--- config.mk ---
export PLATFORM = sky130hd
export DESIGN_NAME = instr_fetch_unit
export DESIGN_NICKNAME = d
export VERILOG_FILES = /design/src/rtl/instr_fetch_unit_pkg.sv /design/src/rtl/instr_fetch_unit_pc_reg.sv /design/src/rtl/instr_fetch_unit.sv
export SDC_FILE = /design/constraint.sdc
export NUM_CORES = 1
export LEC_CHECK = 0
export BUFFER_PORTS_ARGS = -buffer_cell sky130_fd_sc_hd__buf_2
export CAP_MARGIN = 5
export CORE_MARGIN = 3
export CORE_UTILIZATION = 45
export DETAILED_ROUTE_END_ITERATION = 10
export GPL_ROUTABILITY_DRIVEN = 0
export PLACE_DENSITY = 0.74
export SETUP_SLACK_MARGIN = 0.1
export SYNTH_ARGS = -nofsm -noshare
export SYNTH_HDL_FRONTEND = slang
export SYNTH_HIERARCHICAL = 1
export SYNTH_SLANG_ARGS = --single-unit
--- constraint.sdc ---
create_clock -name clk -period 2.5 [get_ports clk]
set_clock_uncertainty 0.15 [all_clocks]
set_input_delay 0.5 -clock clk [delete_from_list [all_inputs] [get_ports clk]]
set_output_delay 0.5 -clock clk [all_outputs]
set_load 0.02 [all_outputs]
--- src/rtl/instr_fetch_unit_pkg.sv ---
// Shared definitions for the instruction fetch unit: state encoding, reset PC,
// PC step and the opcode values the control unit decodes.
package instr_fetch_unit_pkg;

    typedef enum logic [2:0] {
        ST_IDLE  = 3'd0,
        ST_REQ   = 3'd1,
        ST_WAIT  = 3'd2,
        ST_DRAIN = 3'd3,
        ST_HOLD  = 3'd4
    } fetch_state_e;

    localparam logic [31:0] RESET_PC_DEFAULT = 32'h0040_0000;
    localparam int unsigned PC_STEP          = 4;

    localparam logic [6:0] OP_R       = 7'b0110011;
    localparam logic [6:0] OP_I_LOGIC = 7'b0010011;
    localparam logic [6:0] OP_I_LOAD  = 7'b0000011;
    localparam logic [6:0] OP_S       = 7'b0100011;
    localparam logic [6:0] OP_B       = 7'b1100011;
    localparam logic [6:0] OP_U       = 7'b0110111;

    function automatic logic is_known_op(input logic [6:0] op);
        return (op == OP_R) || (op == OP_I_LOGIC) || (op == OP_I_LOAD) ||
               (op == OP_S) || (op == OP_B) || (op == OP_U);
    endfunction

endpackage

--- src/rtl/instr_fetch_unit_pc_reg.sv ---
// Fetch PC register: redirect target (word aligned) takes priority over the
// sequential +4 step, which wraps modulo 2^XLEN.
module fetch_pc_reg
    import instr_fetch_unit_pkg::*;
#(
    parameter int unsigned      XLEN     = 32,
    parameter logic [XLEN-1:0]  RESET_PC = RESET_PC_DEFAULT
) (
    input  logic            clk,
    input  logic            reset,
    input  logic            i_redirect,
    input  logic [XLEN-1:0] i_redirect_pc,
    input  logic            i_advance,
    output logic [XLEN-1:0] o_pc
);

    logic [XLEN-1:0] r_pc;

    // NOTE: sequential state uses non-blocking assignments so every register
    // samples pre-edge values regardless of block ordering.
    always_ff @(posedge clk or negedge reset) begin
        if (!reset) begin
            r_pc <= RESET_PC;
        end else if (i_redirect) begin
            r_pc <= {i_redirect_pc[XLEN-1:2], 2'b00};
        end else if (i_advance) begin
            r_pc <= r_pc + XLEN'(PC_STEP);
        end
    end

    assign o_pc = r_pc;

endmodule

--- src/rtl/instr_fetch_unit.sv ---
// Single-outstanding instruction fetch unit: requests words from instruction
// memory, holds each one for the decoder, and kills fetches on redirect.
module instr_fetch_unit
    import instr_fetch_unit_pkg::*;
#(
    parameter int unsigned      XLEN     = 32,
    parameter logic [XLEN-1:0]  RESET_PC = RESET_PC_DEFAULT
) (
    input  logic            clk,
    input  logic            reset,
    output logic            imem_req_valid_o,
    input  logic            imem_req_ready_i,
    output logic [XLEN-1:0] imem_addr_o,
    input  logic            imem_rsp_valid_i,
    input  logic [31:0]     imem_rdata_i,
    input  logic            redirect_i,
    input  logic [XLEN-1:0] redirect_pc_i,
    output logic            instr_valid_o,
    input  logic            instr_ready_i,
    output logic [31:0]     instr_o,
    output logic [XLEN-1:0] pc_o,
    output logic [6:0]      op_o,
    output logic [31:0]     fetch_count_o
);

    fetch_state_e    r_state;
    fetch_state_e    w_state_next;
    logic [31:0]     r_instr;
    logic [XLEN-1:0] r_pc_o;
    logic [31:0]     r_count;
    logic [XLEN-1:0] w_pc;
    logic            w_capture;
    logic            w_deliver;

    // A word is kept only if it arrives in WAIT and no redirect kills it.
    assign w_capture = (r_state == ST_WAIT) && imem_rsp_valid_i && !redirect_i;
    assign w_deliver = (r_state == ST_HOLD) && instr_ready_i && !redirect_i;

    fetch_pc_reg #(
        .XLEN     (XLEN),
        .RESET_PC (RESET_PC)
    ) u_pc_reg (
        .clk           (clk),
        .reset         (reset),
        .i_redirect    (redirect_i),
        .i_redirect_pc (redirect_pc_i),
        .i_advance     (w_capture),
        .o_pc          (w_pc)
    );

    always_ff @(posedge clk or negedge reset) begin
        if (!reset) begin
            r_state <= ST_IDLE;
            r_instr <= '0;
            r_pc_o  <= '0;
            r_count <= '0;
        end else begin
            r_state <= w_state_next;
            if (w_capture) begin
                r_instr <= imem_rdata_i;
                r_pc_o  <= w_pc;
            end
            if (w_deliver) begin
                r_count <= r_count + 32'd1;
            end
        end
    end

    // NOTE: the default assignment first keeps every path driven, so no latch
    // is inferred when a case arm leaves the state unchanged.
    always_comb begin
        w_state_next = r_state;
        case (r_state)
            ST_IDLE: w_state_next = ST_REQ;
            ST_REQ: begin
                if (imem_req_ready_i) begin
                    w_state_next = redirect_i ? ST_DRAIN : ST_WAIT;
                end
            end
            ST_WAIT: begin
                if (redirect_i) begin
                    w_state_next = imem_rsp_valid_i ? ST_REQ : ST_DRAIN;
                end else if (imem_rsp_valid_i) begin
                    w_state_next = ST_HOLD;
                end
            end
            // The stale response must still be absorbed, even alongside a redirect,
            // otherwise the unit would wait forever for a second one.
            ST_DRAIN: begin
                if (imem_rsp_valid_i) begin
                    w_state_next = ST_REQ;
                end
            end
            ST_HOLD: begin
                if (redirect_i || instr_ready_i) begin
                    w_state_next = ST_REQ;
                end
            end
            default: w_state_next = ST_IDLE;
        endcase
    end

    assign imem_req_valid_o = (r_state == ST_REQ);
    assign instr_valid_o    = (r_state == ST_HOLD);
    assign imem_addr_o      = w_pc;
    assign instr_o          = r_instr;
    assign pc_o             = r_pc_o;
    assign op_o             = r_instr[6:0];
    assign fetch_count_o    = r_count;

endmodule

=== After elaboration in Yosys (flattened, before gate mapping) ===
Cells that the tools add are included.

* Add/subtract/negate cells: 2
* Muxes and demuxes: 10
* Equality and inequality tests: 8
* Reduce and logical (&&, ||, !) cells: 9

{| class="wikitable"
|+ Operator list
! kind !! count
|-
| 32-bit 2-to-1 mux || 2
|-
| 32-bit by 1-bit adder with 32-bit output (second input constant) || 1
|-
| 32-bit by 3-bit adder with 32-bit output (second input constant) || 1
|-
| 3-bit 2-to-1 mux || 5
|-
| 3-bit one-hot mux with 5 select lines || 1
|-
| 3-bit by 2-bit equality test with 1-bit output (second input constant) || 2
|-
| 1-bit logical AND || 4
|-
| 2-bit by 1-bit inequality test with 1-bit output (second input constant) || 2
|-
| 4-bit AND reduction || 1
|-
| 3-bit by 1-bit equality test with 1-bit output (second input constant) || 1
|-
| 3-bit equality test (second input constant) || 1
|-
| 3-bit zero test || 1
|-
| 3-bit inequality test (second input constant) || 1
|-
| 2-bit 2-to-1 mux || 1
|-
| 2-bit inequality test (second input constant) || 1
|-
| 2-bit nonzero test || 1
|-
| 1-bit zero test || 1
|-
| 1-bit logical OR || 1
|-
| 1-bit 2-to-1 mux || 1
|}

* Word-level logic and storage cells: 34
* Input bits: 70
* Register bits after elaboration: 131

=== Depth between registers and ports, before layout ===
* Depth after elaboration: 5
* Depth in mapped cells: 11
* Mapped depth without buffers: 7

=== Modules after synthesis ===
The synthesis kept the hierarchy.

{| class="wikitable"
|+ By module, submodules not included
! module !! area an instance (µm²) !! cells an instance !! instances !! sequential area each (µm²)
|-
| instr_fetch_unit || 4144.0 || 297 || 1 || 2477.4
|-
| fetch_pc_reg || 1752.9 || 198 || 1 || 752.0
|}

=== Least setup slack after synthesis ===
Ideal clock, no wire load.

* Kind: register -> register
* Start point: register r_state[2]
* End point: register u_pc_reg.r_pc[22] (netlist: u_pc_reg/o_pc[22])
* Buffers on the path: 3
* Path slack: -123 ps
* Clock period less this slack: 2623 ps
* Data arrival time: 2395 ps
* Cell stages (with the launch flop): 11
* Data required time: 2273 ps
* Library setup time: 77 ps
* Cell sequence: dfrtp_1 -> inv_1 -> nand3_1 -> nor3_1 -> buf_2 -> buf_4 -> and3_1 -> nand4_4 -> buf_6 -> or4_1 -> a31oi_1

* Longest elaborated chain between the ends: 4

{| class="wikitable"
|+ RTL lines
! element !! line !! RTL
|-
| from (decl) || instr_fetch_unit.sv:26 || <nowiki>fetch_state_e r_state;</nowiki>
|-
| from (signal assigned) || instr_fetch_unit.sv:58 || <nowiki>r_state <= w_state_next;</nowiki>
|-
| 3-bit by 2-bit equality test with 1-bit output || instr_fetch_unit.sv:36 || <nowiki>assign w_capture = (r_state == ST_WAIT) && imem_rsp_valid_i && !redirect_i;</nowiki>
|-
| 1-bit logical AND (2 in series) || instr_fetch_unit.sv:36 ||
|-
| named net w_capture || instr_fetch_unit.sv:32 || <nowiki>logic w_capture;</nowiki>
|-
| 2-bit nonzero test (no source line) || - ||
|-
| to (signal assigned) || instr_fetch_unit_pc_reg.sv:25 || <nowiki>r_pc <= {i_redirect_pc[XLEN-1:2], 2'b00};</nowiki>
|-
| to (signal assigned) || instr_fetch_unit_pc_reg.sv:27 || <nowiki>r_pc <= r_pc + XLEN'(PC_STEP);</nowiki>
|-
| to (decl) || instr_fetch_unit_pc_reg.sv:17 || <nowiki>logic [XLEN-1:0] r_pc;</nowiki>
|}

The timed path passes the listed nets, and every way through them passes these cells.
A chain may end at the register's enable or synchronous reset.

=== Worst setup path after layout ===
* Start point: register r_state[2]
* End point: register u_pc_reg.r_pc[27] (netlist: u_pc_reg/o_pc[27])

* Longest elaborated chain between the ends: 4

{| class="wikitable"
|+ RTL lines
! element !! line
|-
| 3-bit by 2-bit equality test with 1-bit output || instr_fetch_unit.sv:36
|-
| 1-bit logical AND (2 in series) || instr_fetch_unit.sv:36
|-
| 2-bit nonzero test (no source line) || -
|}

Every way passes these cells.

==> reports/results.txt <==
status: finished, final reports clean
ordered list of cells on the worst path: inv_2 -> nand3_4 -> nor3_4 -> and4_4 -> nand4_1 -> buf_4 -> or4_1 -> a31oi_1
busiest grt layer: met2
Leakage: 3.768 nW
chip width: 120.5 um
routed vias/inst: 5.335
Final Critical Period: 2.278 ns
antenna viol nets, final: 0
Reg2Reg Setup Slack: 0.22 ns
DRT Pass-1 Iters: 5
DR iter-0 viols: 337
Mapped Cells: 495
asr flop ratio synth: 1.000
worst-margin pin slew: 0.7180 ns
Wirelength per Cell: 16.56 um
VDD IR max: 0.0003887 V
DRC: 0
Multi-input gate area: 2469 um^2
final hold slack: 0.01891 ns
Relative slew margins: 0.5176
Max Freq: 0.4390 GHz
Synth cell types: 42
Layout area overhead: 30.89%
slowest CP cell: or4_1
total power: 7.725 mW
fin util: 0.6067
data arrival time of the worst path: 2.46 ns
Top FF cell, synth: dfrtp_1
die height: 120.5 um
buffers and inverters on the worst path: 2
Yosys reg bits: 129
Cell Rows: 41
register area: 3231 um^2
met3 Track Usage GR: 0.05613
dpl cell area: 7046 um^2
GR Overflow Total: 0
RSZ-0062 raised after global routing: false
Starting Density: 0.4635
Warnings, synthesis: 6
H-tree levels: 4
Clock Pin Slew Worst Setup and Hold Paths: 0.06 ns
CTS tree: done
final instance area: 7719 um^2
CTS root buf: clkbuf_16
post-synthesis sequential area ratio: 0.5476
drt total wl: 14670 um
Post-CTS Hold Buffers: 0
Final Setup Violations: 0
DIE AREA: 14510 um^2
Critical Path RT: 2.69 ns
most frequent cell after synthesis: dfrtp_1
crit share post-route: 0.9112
critical path's top delay family: simple AND/OR/NAND/NOR gates
max-cap violations: 0
top cell type's share of synthesized area: 0.5432
nets@finish: 773
Sink Count: 129
Placeable Area: 12720 um^2
DR vias: 4727
Place WS: -0.03301 ns
vias in the first global route: 4667
Skew-Pair Late Insertion Delay: 0.41 ns
EDFF count, synth: 0
I/O pin count: 207
CTS Buf Count: 17
Crit Path Category: register to register
initial antenna violation count: 1
Total GRT Usage: 0.2051
Max Root-Sink Buffers: 2
Min-Delay Path Class: input pin to async pin
Cell Pwr Density: 1001 nW/um^2
met1 Resource Use GR: 0.2626
Mean Syn Cell Area: 11.91 um^2
IO Port Bufs: 202
worst-path maximum fanout: 4
first-pass GRT wire length: 23590 um
largest net degree at the start of global routing: 130
Synth top cells by count: dfrtp_1, mux2_2, nand2_1
proportion of layout cells with a drive suffix above 1: 0.4692
worst setup margin: 0.2219 ns
antenna diode count: 0
Slowest Stage Delay on Critical Path: 0.46 ns
Startpoint Class: register
Filler cells: 1059
Fin. Hold Viols: 0
DP Wirelength: 10290 um
CP Capture Type: register
largest area contributor in the netlist: dfrtp_1
synth top area cells: dfrtp_1, mux2_2, xnor2_1, xor2_1, nand2_1
max-slew violations: 0
met2 global-route usage: 0.3357
synthesized cell area: 5897 um^2
[worst paths after layout]
kind / startpoint / to / cells past startpoint
min in group clk: redirect_pc_i[3] / u_pc_reg/o_pc[3] / 3
worst min-delay path: reset / pc_o[10] / 2
worst max-delay path: r_state[2] / u_pc_reg/o_pc[27] / 8
max in group asynchronous: reset / instr_o[2] / 2
worst min register to register: fetch_count_o[31] / fetch_count_o[31] / 1
worst max register to register: r_state[2] / u_pc_reg/o_pc[27] / 8
[cell type report]
class	instances	area share
sequential	129	0.4185
multi-input combinational	328	0.3198
timing repair buffer	217	0.1480
clock buffer	23	0.06192
tap	172	0.02788
clock inverter	9	0.01994
inverter	8	0.003890
[placed cells by master (no fill, tap or decap), types with 2 or more instances in the layout]
cell type	synthesis	final
a31oi_1	16	16
and3_1	6	5
and4_1	5	4
and4_4	1	2
buf_2	5	201
buf_4	15	14
bufinv_16	0	4
clkbuf_1	7	3
clkbuf_16	0	17
clkbuf_8	0	3
clkinv_2	0	2
clkinvlp_4	0	2
conb_1	1	2
dfrtp_1	128	127
ha_1	2	2
inv_1	8	7
mux2_2	66	66
nand2_1	35	35
nand3_1	22	21
nand4_1	18	18
nand4_2	2	2
nor2_1	23	23
nor2_2	2	2
nor3_1	13	11
nor3_4	2	3
nor3b_1	3	3
nor4_1	7	7
o21ai_0	20	20
o31ai_1	12	12
or2_2	2	2
or3_1	2	2
or4_1	12	12
xnor2_1	25	25
xor2_1	19	19
[registers in the layout, summed over array words and instances, names as in the netlist]
register	count
r_state	3
pc_o	32
fetch_count_o	32
u_pc_reg/o_pc	30
instr_o	32
[worst register-to-register path, cell delays in order (launching register included)]
cell and delay (ns):
dfrtp_2 0.41, inv_2 0.08, nand3_4 0.08, nor3_4 0.22, and4_4 0.27, nand4_1 0.16
buf_4 0.21, or4_1 0.46, a31oi_1 0.17
[kinds of logic (layout without fill, tap and decap cells)]
kind of cell             after synthesis  after routing  synth area share
buffers and inverters                 39            257           0.04053
multiplexers                          67             67            0.1277
other                                  1              2         0.0006359
AND/OR/NAND/NOR                      163            163            0.1613
XOR/XNOR                              44             44           0.06535
AO/OA/AOI/OAI                         50             50           0.05262
flip-flops                           129            129            0.5476
adder cells (fa/ha/maj)                2              2          0.004243
[metrics by stage]
step	setup TNS, ns	cells
after floorplan	0	496
after global placement	0	851
after detailed placement	-0.09056	851
after CTS	0	886
after global routing	0	886
final	0	886
[report_power, final]
| part | leakage, nW | total [mW] | internal, mW | switching [mW] |
|---|---|---|---|---|
| combinational | 1.84 | 2.14 | 0.864 | 1.28 |
| clock | 0.303 | 2.64 | 1.75 | 0.892 |
| sequential | 1.62 | 2.94 | 2.62 | 0.323 |
| total | 3.77 | 7.72 | 5.23 | 2.50 |
[routing by layer]
layer  vias to the layer above  wire length, um
met2                       176             7347
met4                         2              265
met1                      2320             6036
met3                        24             1010
met5                         -               13
li1                       2205                -
[timing repair]
| action | in CTS | in global routing |
|---|---|---|
| gates resized for setup | 3 | 1 |
| setup endpoints to repair | 7 | 5 |
| setup buffers | 3 | 0 |
| pin swaps | 3 | 3 |
| gates cloned | 0 | 0 |
Note: power is estimated with default switching activity, not from simulation.
